File: src/rtl/cp0_regfile_ng.sv
// cp0_regfile_ng: MIPS CP0 register file beside the WB stage.
// Holds BadVAddr, Count, Compare, Status, Cause and EPC, with a Count
// prescaler, a Count/Compare timer interrupt and synchronised external
// interrupt lines feeding Cause.IP.
module cp0_regfile_ng #(
    parameter int N_EXT_INT   = 6,   // external interrupt inputs, 1..6
    parameter int COUNT_DIV   = 2,   // clk cycles per Count increment, 1..16
    parameter int SYNC_STAGES = 2    // 0 = no synchroniser, else 2 flops
) (
    input  logic                 clk,
    input  logic                 resetn,
    input  logic                 mtc0_we,
    input  logic [7:0]           c0_addr,
    input  logic [31:0]          c0_wdata,
    input  logic                 wb_ex,
    input  logic                 wb_bd,
    input  logic [4:0]           wb_excode,
    input  logic [31:0]          wb_pc,
    input  logic [31:0]          wb_badvaddr,
    input  logic                 eret_flush,
    input  logic [N_EXT_INT-1:0] ext_int_in,
    output logic [31:0]          c0_rdata,
    output logic [31:0]          c0_epc,
    output logic                 has_int,
    output logic                 timer_int
);

    // {rd, sel} addresses of the implemented registers
    localparam logic [7:0] ADDR_BADVADDR = {5'd8,  3'd0};
    localparam logic [7:0] ADDR_COUNT    = {5'd9,  3'd0};
    localparam logic [7:0] ADDR_COMPARE  = {5'd11, 3'd0};
    localparam logic [7:0] ADDR_STATUS   = {5'd12, 3'd0};
    localparam logic [7:0] ADDR_CAUSE    = {5'd13, 3'd0};
    localparam logic [7:0] ADDR_EPC      = {5'd14, 3'd0};

    localparam logic [4:0] EXC_ADEL = 5'd4;
    localparam logic [4:0] EXC_ADES = 5'd5;

    // Prescaler width; a 1-bit counter that never leaves 0 when COUNT_DIV=1
    localparam int              PW        = (COUNT_DIV > 1) ? $clog2(COUNT_DIV) : 1;
    localparam logic [PW-1:0]   PRESC_MAX = PW'(COUNT_DIV - 1);

    logic [31:0]          badvaddr_q;
    logic [31:0]          count_q;
    logic [31:0]          compare_q;
    logic [31:0]          epc_q;
    logic [7:0]           im_q;
    logic                 exl_q;
    logic                 ie_q;
    logic                 bd_q;
    logic                 ti_q;
    logic [4:0]           exccode_q;
    logic [1:0]           ip_sw_q;     // Cause.IP[1:0], software interrupts
    logic [5:0]           ip_hw_q;     // Cause.IP[7:2], sampled hardware lines
    logic [PW-1:0]        presc_q;
    logic [N_EXT_INT-1:0] s_ext;
    logic [5:0]           ext_pad;

    // Event arbitration: an exception masks ERET, and either masks MTC0
    logic eret_go;
    logic wr_go;
    logic wr_count;
    logic wr_compare;
    logic wr_status;
    logic wr_cause;
    logic wr_epc;
    logic tick;
    logic ti_set;

    assign eret_go    = eret_flush & ~wb_ex;
    assign wr_go      = mtc0_we & ~wb_ex & ~eret_flush;
    assign wr_count   = wr_go && (c0_addr == ADDR_COUNT);
    assign wr_compare = wr_go && (c0_addr == ADDR_COMPARE);
    assign wr_status  = wr_go && (c0_addr == ADDR_STATUS);
    assign wr_cause   = wr_go && (c0_addr == ADDR_CAUSE);
    assign wr_epc     = wr_go && (c0_addr == ADDR_EPC);

    assign tick   = (presc_q == PRESC_MAX);
    // Timer fires only on a real increment landing on Compare, never on a load
    assign ti_set = tick && !wr_count && ((count_q + 32'd1) == compare_q);

    // Optional two-flop synchroniser on the external interrupt lines
    generate
        if (SYNC_STAGES == 0) begin : g_nosync
            assign s_ext = ext_int_in;
        end else begin : g_sync
            logic [N_EXT_INT-1:0] meta_q;
            logic [N_EXT_INT-1:0] sync_q;
            // Two-stage capture of the asynchronous interrupt levels
            always_ff @(posedge clk or negedge resetn) begin
                if (!resetn) begin
                    meta_q <= '0;
                    sync_q <= '0;
                end else begin
                    meta_q <= ext_int_in;
                    sync_q <= meta_q;
                end
            end
            assign s_ext = sync_q;
        end
    endgenerate

    // Zero-extend the synchronised lines to the six hardware IP slots
    always_comb begin
        ext_pad = '0;
        for (int i = 0; i < N_EXT_INT; i++) begin
            ext_pad[i] = s_ext[i];
        end
    end

    // Prescaler: counts 0..COUNT_DIV-1, restarted by an MTC0 to Count
    always_ff @(posedge clk or negedge resetn) begin
        // NOTE: sequential state uses non-blocking assignments so every flop samples pre-edge values.
        if (!resetn) begin
            presc_q <= '0;
        end else if (wr_count || tick) begin
            presc_q <= '0;
        end else begin
            presc_q <= presc_q + PW'(1);
        end
    end

    // Count/Compare timer and its interrupt flag (a Compare write clears TI and wins)
    always_ff @(posedge clk or negedge resetn) begin
        if (!resetn) begin
            count_q   <= '0;
            compare_q <= '0;
            ti_q      <= 1'b0;
        end else begin
            if (wr_count) begin
                count_q <= c0_wdata;
            end else if (tick) begin
                count_q <= count_q + 32'd1;
            end
            if (wr_compare) begin
                compare_q <= c0_wdata;
                ti_q      <= 1'b0;
            end else if (ti_set) begin
                ti_q <= 1'b1;
            end
        end
    end

    // Status: exception sets EXL, ERET clears it, MTC0 writes IM/EXL/IE
    always_ff @(posedge clk or negedge resetn) begin
        if (!resetn) begin
            im_q  <= '0;
            exl_q <= 1'b0;
            ie_q  <= 1'b0;
        end else if (wb_ex) begin
            exl_q <= 1'b1;
        end else if (eret_go) begin
            exl_q <= 1'b0;
        end else if (wr_status) begin
            im_q  <= c0_wdata[15:8];
            exl_q <= c0_wdata[1];
            ie_q  <= c0_wdata[0];
        end
    end

    // Exception capture into Cause/EPC/BadVAddr, plus MTC0 Cause.IP[1:0] and EPC
    always_ff @(posedge clk or negedge resetn) begin
        if (!resetn) begin
            exccode_q  <= '0;
            bd_q       <= 1'b0;
            epc_q      <= '0;
            badvaddr_q <= '0;
            ip_sw_q    <= '0;
        end else if (wb_ex) begin
            exccode_q <= wb_excode;
            // Nested exceptions keep the original return point
            if (!exl_q) begin
                bd_q  <= wb_bd;
                epc_q <= wb_bd ? (wb_pc - 32'd4) : wb_pc;
            end
            if ((wb_excode == EXC_ADEL) || (wb_excode == EXC_ADES)) begin
                badvaddr_q <= wb_badvaddr;
            end
        end else begin
            if (wr_cause) begin
                ip_sw_q <= c0_wdata[9:8];
            end
            if (wr_epc) begin
                epc_q <= c0_wdata;
            end
        end
    end

    // Hardware interrupt pending bits, resampled every cycle
    always_ff @(posedge clk or negedge resetn) begin
        if (!resetn) begin
            ip_hw_q <= '0;
        end else begin
            ip_hw_q <= {ti_q | ext_pad[5], ext_pad[4:0]};
        end
    end

    // MFC0 read mux; unmapped addresses and sel!=0 read as zero
    always_comb begin
        // NOTE: default first so every path assigns c0_rdata and no latch is inferred.
        c0_rdata = '0;
        case (c0_addr)
            ADDR_BADVADDR: c0_rdata = badvaddr_q;
            ADDR_COUNT:    c0_rdata = count_q;
            ADDR_COMPARE:  c0_rdata = compare_q;
            ADDR_STATUS:   c0_rdata = {9'd0, 1'b1, 6'd0, im_q, 6'd0, exl_q, ie_q};
            ADDR_CAUSE:    c0_rdata = {bd_q, ti_q, 14'd0, ip_hw_q, ip_sw_q,
                                       1'b0, exccode_q, 2'b00};
            ADDR_EPC:      c0_rdata = epc_q;
            default:       c0_rdata = '0;
        endcase
    end

    assign c0_epc    = epc_q;
    assign timer_int = ti_q;
    assign has_int   = (|({ip_hw_q, ip_sw_q} & im_q)) & ie_q & ~exl_q;

endmodule
File: config.mk
export PLATFORM = sky130hd
export DESIGN_NAME = cp0_regfile_ng
export DESIGN_NICKNAME = d
export VERILOG_FILES = /design/src/rtl/cp0_regfile_ng.sv
export SDC_FILE = /design/constraint.sdc
export NUM_CORES = 1
export LEC_CHECK = 0
export CORE_MARGIN = 3
export CORE_UTILIZATION = 30
export CTS_BUF_LIST = sky130_fd_sc_hd__clkbuf_8
export DETAILED_ROUTE_END_ITERATION = 10
export SLEW_MARGIN = 5
export SYNTH_ARGS = -nofsm -noshare
export SYNTH_HDL_FRONTEND = slang
export SYNTH_SLANG_ARGS = --single-unit
File: constraint.sdc
create_clock -name clk -period 3.3 [get_ports clk]
set_input_delay 0.33 -clock clk [delete_from_list [all_inputs] [get_ports clk]]
set_output_delay 0.33 -clock clk [all_outputs]
set_load 0.05 [all_outputs]
==> results.toml, run 1 <==
[run_status]
status = "completed"

[detailed_routing]
drc = 0
ant_nets = 0
vias_per_cell = 5.332
vias = 8201
routed_wl_um = 32420
drtIter0Drc = 708
wl_per_cell_um = 21.08
dr.pass1.iters = 9

[critical_path]
setup.worst_path.class = "input port to output pin"
worstPathCellList = "clkdlybuf4s50_1 > nor3_1 > buf_4 > and3b_1 > and2_1 > buf_12 > a222oi_1 > nand2_1 > buf_12"
cp_data_arrival_time_ps = 2530
slowest_stage = "a222oi_1"
path_common_cell = "buf_12"
critPathMaxStageDelay_ps = 540
cp-end-kind = "output pin"
path_max_fanout = 32
required_ps = 2970
cp-start-kind = "input port"

[floorplanning]
fp-row-count = 63
io_pins = 187
die_area_um2 = 33050
core_area_um2 = 30030
dieWidth_um = 181.8
start_util_pct = 30.87
die_h_um = 181.8

[global_route]
grt_pass1_vias = 8044
antenna_found_initial = 3
grtUsageTotal_pct = 19.52
grt_overflow = 0
grt_max_degree = 84
grt_pass1_wl_um = 49480

[synth]
synth-edff-count = 0
synth_top_area_share_pct = 44.81
yosysSeqAreaShare_pct = 44.81
synthFlopType = "dfrtp_1"
synth_area_um2 = 9270
synth_async_sr_flop_share_pct = 100.0
synth.net_count = 1080
yosysWarnings = 0
synth_cell_types = 58
syn_avg_cell_area_um2 = 9.687
ys_ff_latch = 166
netlist.top_cell.by_area = "dfrtp_1"
synthTopCellsByArea = "dfrtp_1, mux2_2, nand2_1"
synthCells = 957

[sta]
drv_slew = 0
max-slew-margin-rel_pct = 41.68
fmax_mhz = 349.9
period_minus_slack_ps = 2858
hold_slack_ps = 269.4
rsz0062_at_grt = "false"
finClkSkew_ps = 19.98
hold_viol = 0
fin_crit_sh_pct = 86.60
finalSetupViolCount = 0
worstMarginPinSlew_ps = 872.9
tns_ps = 0

[place]
hpwl_um = 25170
port_buffers = 186
gp_congestion = 0.9418

[clock_tree]
cts-root-buf = "clkbuf_8"
clockBufferDepth = 2
cts.clk_slew.worst_paths_ps = 110
tritoncts = "done"
cts.sink_count = 166
cts_buffers = 17
htree_levels = 4
worstSkewPairLatency_ps = 480

[finish]
final_cell_mix = "dfrtp_1, nand2_1, clkdlybuf4s50_1, o21ai_0, mux2_2"
nets = 1256
final_common_cell = "dfrtp_1"
area_delta_synth_final_pct = 34.46
drive_gt1_share_pct = 17.36

[power_and_ir_drop]
leakagePower_nw = 5.168
vdd_ir_drop_max_v = 0.0002197
power_density_nw_per_um2 = 427.5

[worst_hold_path]
min_path_type = "input port to register"

[job]
max_cap_violations = 0
-- Yosys cell counts (8+ instances only) --
cell type	instances
a221oi_1	10
dfrtp_1	166
xnor2_1	51
mux2_2	81
a21oi_1	13
nor4_1	9
a222oi_1	21
clkbuf_1	61
nand4_1	22
nor2_1	37
mux2i_1	22
nand3_1	25
and3_1	12
xor2_1	50
o21ai_0	88
nand2_1	152
or3_1	10
inv_1	8
a22oi_1	17
nor3_1	15
-- repair_timing --
action	CTS	global route
setup endpoints to repair	0	0
setup buffers	0	0
hold buffers	1	0
endpoints found under the hold margin	81	0
gates resized for setup	0	0
-- final timing paths --
kind / start / to / slack (ps) / cells after the start
min in group asynchronous: resetn / g_sync.meta_q[0] / 450 / 2
max: c0_addr[1] / c0_rdata[29] / 440 / 9
min: ext_int_in[0] / g_sync.meta_q[0] / 270 / 1
max in group asynchronous: resetn / compare_q[24] / 1960 / 3
max reg2reg: count_q[0] / timer_int / 580 / 9
min reg2reg: g_sync.meta_q[1] / ext_pad[1] / 360 / 0
-- logic make-up after synthesis --
logic type	synth area share (%)
simple gates	17.59
compound gates	12.27
flops	44.81
mux	12.21
xor+xnor	9.542
buf+inv	3.307
fa+ha+maj	0.2699
-- per-layer routing --
layer  routed length (µm)  up-vias  track usage (%)
li1                     -     3788                -
met1                14760     4054            27.96
met2                14540      324            29.26
met3                 2538       35            4.688
met4                  586        0            5.850
met5                    0        -                0
-- final cells by class --
| cell class | count | area (µm²) |
|---|---|---|
| tap | 390 | 488.0 |
| timing repair buffer | 228 | 2546 |
| sequential | 166 | 4154 |
| inverter | 8 | 30.03 |
| clock inverter | 15 | 180.2 |
| multi-input combinational | 712 | 4827 |
| antenna | 2 | 5.005 |
| fill | 2912 | 17570 |
| clock buffer | 17 | 234.0 |
-- metrics by stage --
stage	utilization (%)	power [mW]	instances	setup WS (ps)	instance area, µm²
finish	41.50	5.329	1538	442.1	12460
global route	41.50	5.554	1538	291.0	12460
CTS	41.49	5.355	1536	459.4	12460
detailed placement	40.07	3.804	1503	-11.55	12040
global placement	40.07	3.790	1503	-2.316	12040
floorplan	-	3.172	957	351.9	9270
-- state kept, by name, indices dropped and copies added (netlist names), 2 cells and up --
register and cells:
im_q 8, badvaddr_q 32, ip_sw_q 2, ext_pad 6
c0_epc 32, ip_hw_q 6, exccode_q 5, count_q 32
compare_q 32, g_sync.meta_q 6
-- worst max-delay path: cells and delay by family --
family                 cells  cell delay [ps]
AOI/OAI and AO/OA          1              540
buffers and inverters      4              990
and+or+nand+nor            4              650
-- where the power goes --
group,switching (mW),leakage [nW],internal (mW)
sequential,0.267,2.07,2.27
combinational,0.693,2.89,0.545
clock,0.911,0.211,0.647
No activity file was read; power rests on OpenSTA's default activity.
==> run 2: changes to the inputs <==
--- a/config.mk
+++ b/config.mk
@@ -5,10 +5,14 @@
 export SDC_FILE = /design/constraint.sdc
 export NUM_CORES = 1
 export LEC_CHECK = 0
+export CELL_PAD_IN_SITES_DETAIL_PLACEMENT = 0
+export CELL_PAD_IN_SITES_GLOBAL_PLACEMENT = 1
+export CORE_ASPECT_RATIO = 1.1
 export CORE_MARGIN = 3
 export CORE_UTILIZATION = 30
 export CTS_BUF_LIST = sky130_fd_sc_hd__clkbuf_8
 export DETAILED_ROUTE_END_ITERATION = 10
+export PLACE_DENSITY_LB_ADDON = 0.1
 export SLEW_MARGIN = 5
 export SYNTH_ARGS = -nofsm -noshare
 export SYNTH_HDL_FRONTEND = slang
==> results.toml, run 2 (synthesis gave the netlist of run 1 again) <==
[sta]
drv_slew = 0
period_minus_slack_ps = 2910
worstMarginPinSlew_ps = 747.3
fmax_mhz = 343.6
finalSetupViolCount = 0
max-slew-margin-rel_pct = 50.07
rsz0062_at_grt = "false"
tns_ps = 0
fin_crit_sh_pct = 88.19
finClkSkew_ps = 12.01
hold_viol = 0

[power_and_ir_drop]
leakagePower_nw = 5.164
power_density_nw_per_um2 = 415.6
vdd_ir_drop_max_v = 0.0002639

[floorplanning]
fp-row-count = 66
io_pins = 187
start_util_pct = 30.92
dieWidth_um = 173.6
die_area_um2 = 33050
die_h_um = 190.4
core_area_um2 = 29980

[critical_path]
path_max_fanout = 32
ff2ff_setup_slack_ps = 660
setup.worst_path.class = "input port to output pin"
cp-start-kind = "input port"
r2r-start = "count_q[0]"
cp_data_arrival_time_ps = 2580
rr_endpoint = "count_q[26]"
required_ps = 2970
cp-end-kind = "output pin"
r2r_cells = 9

[finish]
final_common_cell = "dfrtp_1"
drive_gt1_share_pct = 17.44
fin_area_um2 = 12480
layout.cells.non_filler = 1556
regArea_um2 = 4154
area_delta_synth_final_pct = 34.63
multi_input_area_um2 = 4830
nets = 1257
n_fill_cell = 2935
final_cell_mix = "dfrtp_1, clkdlybuf4s50_1, nand2_1, o21ai_0, mux2_2"

[clock_tree]
cts.clk_slew.worst_paths_ps = 90
tritoncts = "done"
cts.sink_count = 166
postCtsSetupRepairBufs = 0
cts_buffers = 17
worstSkewPairLatency_ps = 470
cts_resized = 0
hold_buffers = 1
htree_levels = 4
cts-root-buf = "clkbuf_8"
clockBufferDepth = 2

[detailed_routing]
ant_nets = 0
vias = 7977
drc = 0
dr.pass1.iters = 8
wl_per_cell_um = 22.18
routed_wl_um = 34510
vias_per_cell = 5.127
drtIter0Drc = 536

[place]
placed_cells = 1522
gp_congestion = 0.8695
placed_area_um2 = 12090
port_buffers = 186
hpwl_um = 26810

[job]
max_cap_violations = 0

[worst_hold_path]
hold_path_depth = 1
min_path_type = "input port to register"
hold_path_end = "g_sync.meta_q[4]"
hp-start = "ext_int_in[4]"

[global_route]
grt_pass1_wl_um = 51790
grtUsageTotal_pct = 20.82
grt_pass1_vias = 8178
grt_max_degree = 79
grt_overflow = 0
antenna_found_initial = 1

[run_status]
status = "completed"
run 2: cell types whose count changed in the layout (fill, tap and decap cells not counted):
cell	change
inv_8	-5
clkinv_8	-2
inv_6	-2
clkinvlp_4	+2
nand2_2	+1
buf_4	-1
clkbuf_8	+3
buf_12	+2
clkinv_4	-2
diode_2	-1
nand2_1	-1
inv_1	+1
clkinv_2	+5
run 2: power breakdown:
| group | internal, mW | switching, mW |
|---|---|---|
| clock network | 0.653 | 0.791 |
| logic | 0.530 | 0.674 |
| registers | 2.27 | 0.274 |
| total | 3.45 | 1.74 |
run 2: worst max-delay path by stage:
stage / to / slack (ps) / depth (start not counted) / from
2_1_floorplan: c0_epc[23] / 350 / 9 / wb_pc[12]
3_3_place_gp: c0_epc[23] / -30 / 8 / wb_pc[12]
3_5_place_dp: c0_epc[23] / -30 / 8 / wb_pc[12]
4_1_cts: c0_rdata[24] / 410 / 9 / c0_addr[1]
5_1_grt: c0_rdata[24] / 280 / 9 / c0_addr[0]
6_report: c0_rdata[24] / 390 / 9 / c0_addr[1]
run 2: layout make-up:
cell class                 instances  share of cell area, %
multi-input combinational        712                  38.70
antenna                            1                0.02005
clock buffer                      20                  2.206
inverter                           8                 0.2406
timing repair buffer             229                  20.66
tap                              408                  4.090
sequential                       166                  33.28
clock inverter                    12                 0.8020
run 2: worst max-delay path, cell delays in order:
cell and delay, ps:
clkdlybuf4s50_1 450, nor3_1 60, buf_4 150, and3b_1 190, and2_1 190, buf_12 180, a222oi_1 580, nand2_1 230
buf_12 200
run 2: routing by layer:
| metal | global-route usage (%) | up-vias | part of all wire, % |
|---|---|---|---|
| met5 | 0 | - | 0 |
| met4 | 5.384 | 0 | 1.4 |
| met3 | 4.600 | 25 | 5.6 |
| met2 | 31.46 | 201 | 45 |
| met1 | 30.20 | 3957 | 48 |
| li1 | - | 3794 | - |
run 2: through the flow:
| step | utilization, % | hold slack, ps | power (mW) | setup WS (ps) |
|---|---|---|---|---|
| after floorplan | - | 34.41 | 3.172 | 351.9 |
| after global routing | 41.63 | 236.9 | 5.456 | 282.7 |
| final | 41.64 | 285.1 | 5.187 | 389.8 |
| after global placement | 40.34 | 334.2 | 3.779 | -31.98 |
| after detailed placement | 40.34 | 335.8 | 3.786 | -32.51 |
| after CTS | 41.63 | 247.4 | 5.246 | 407.2 |
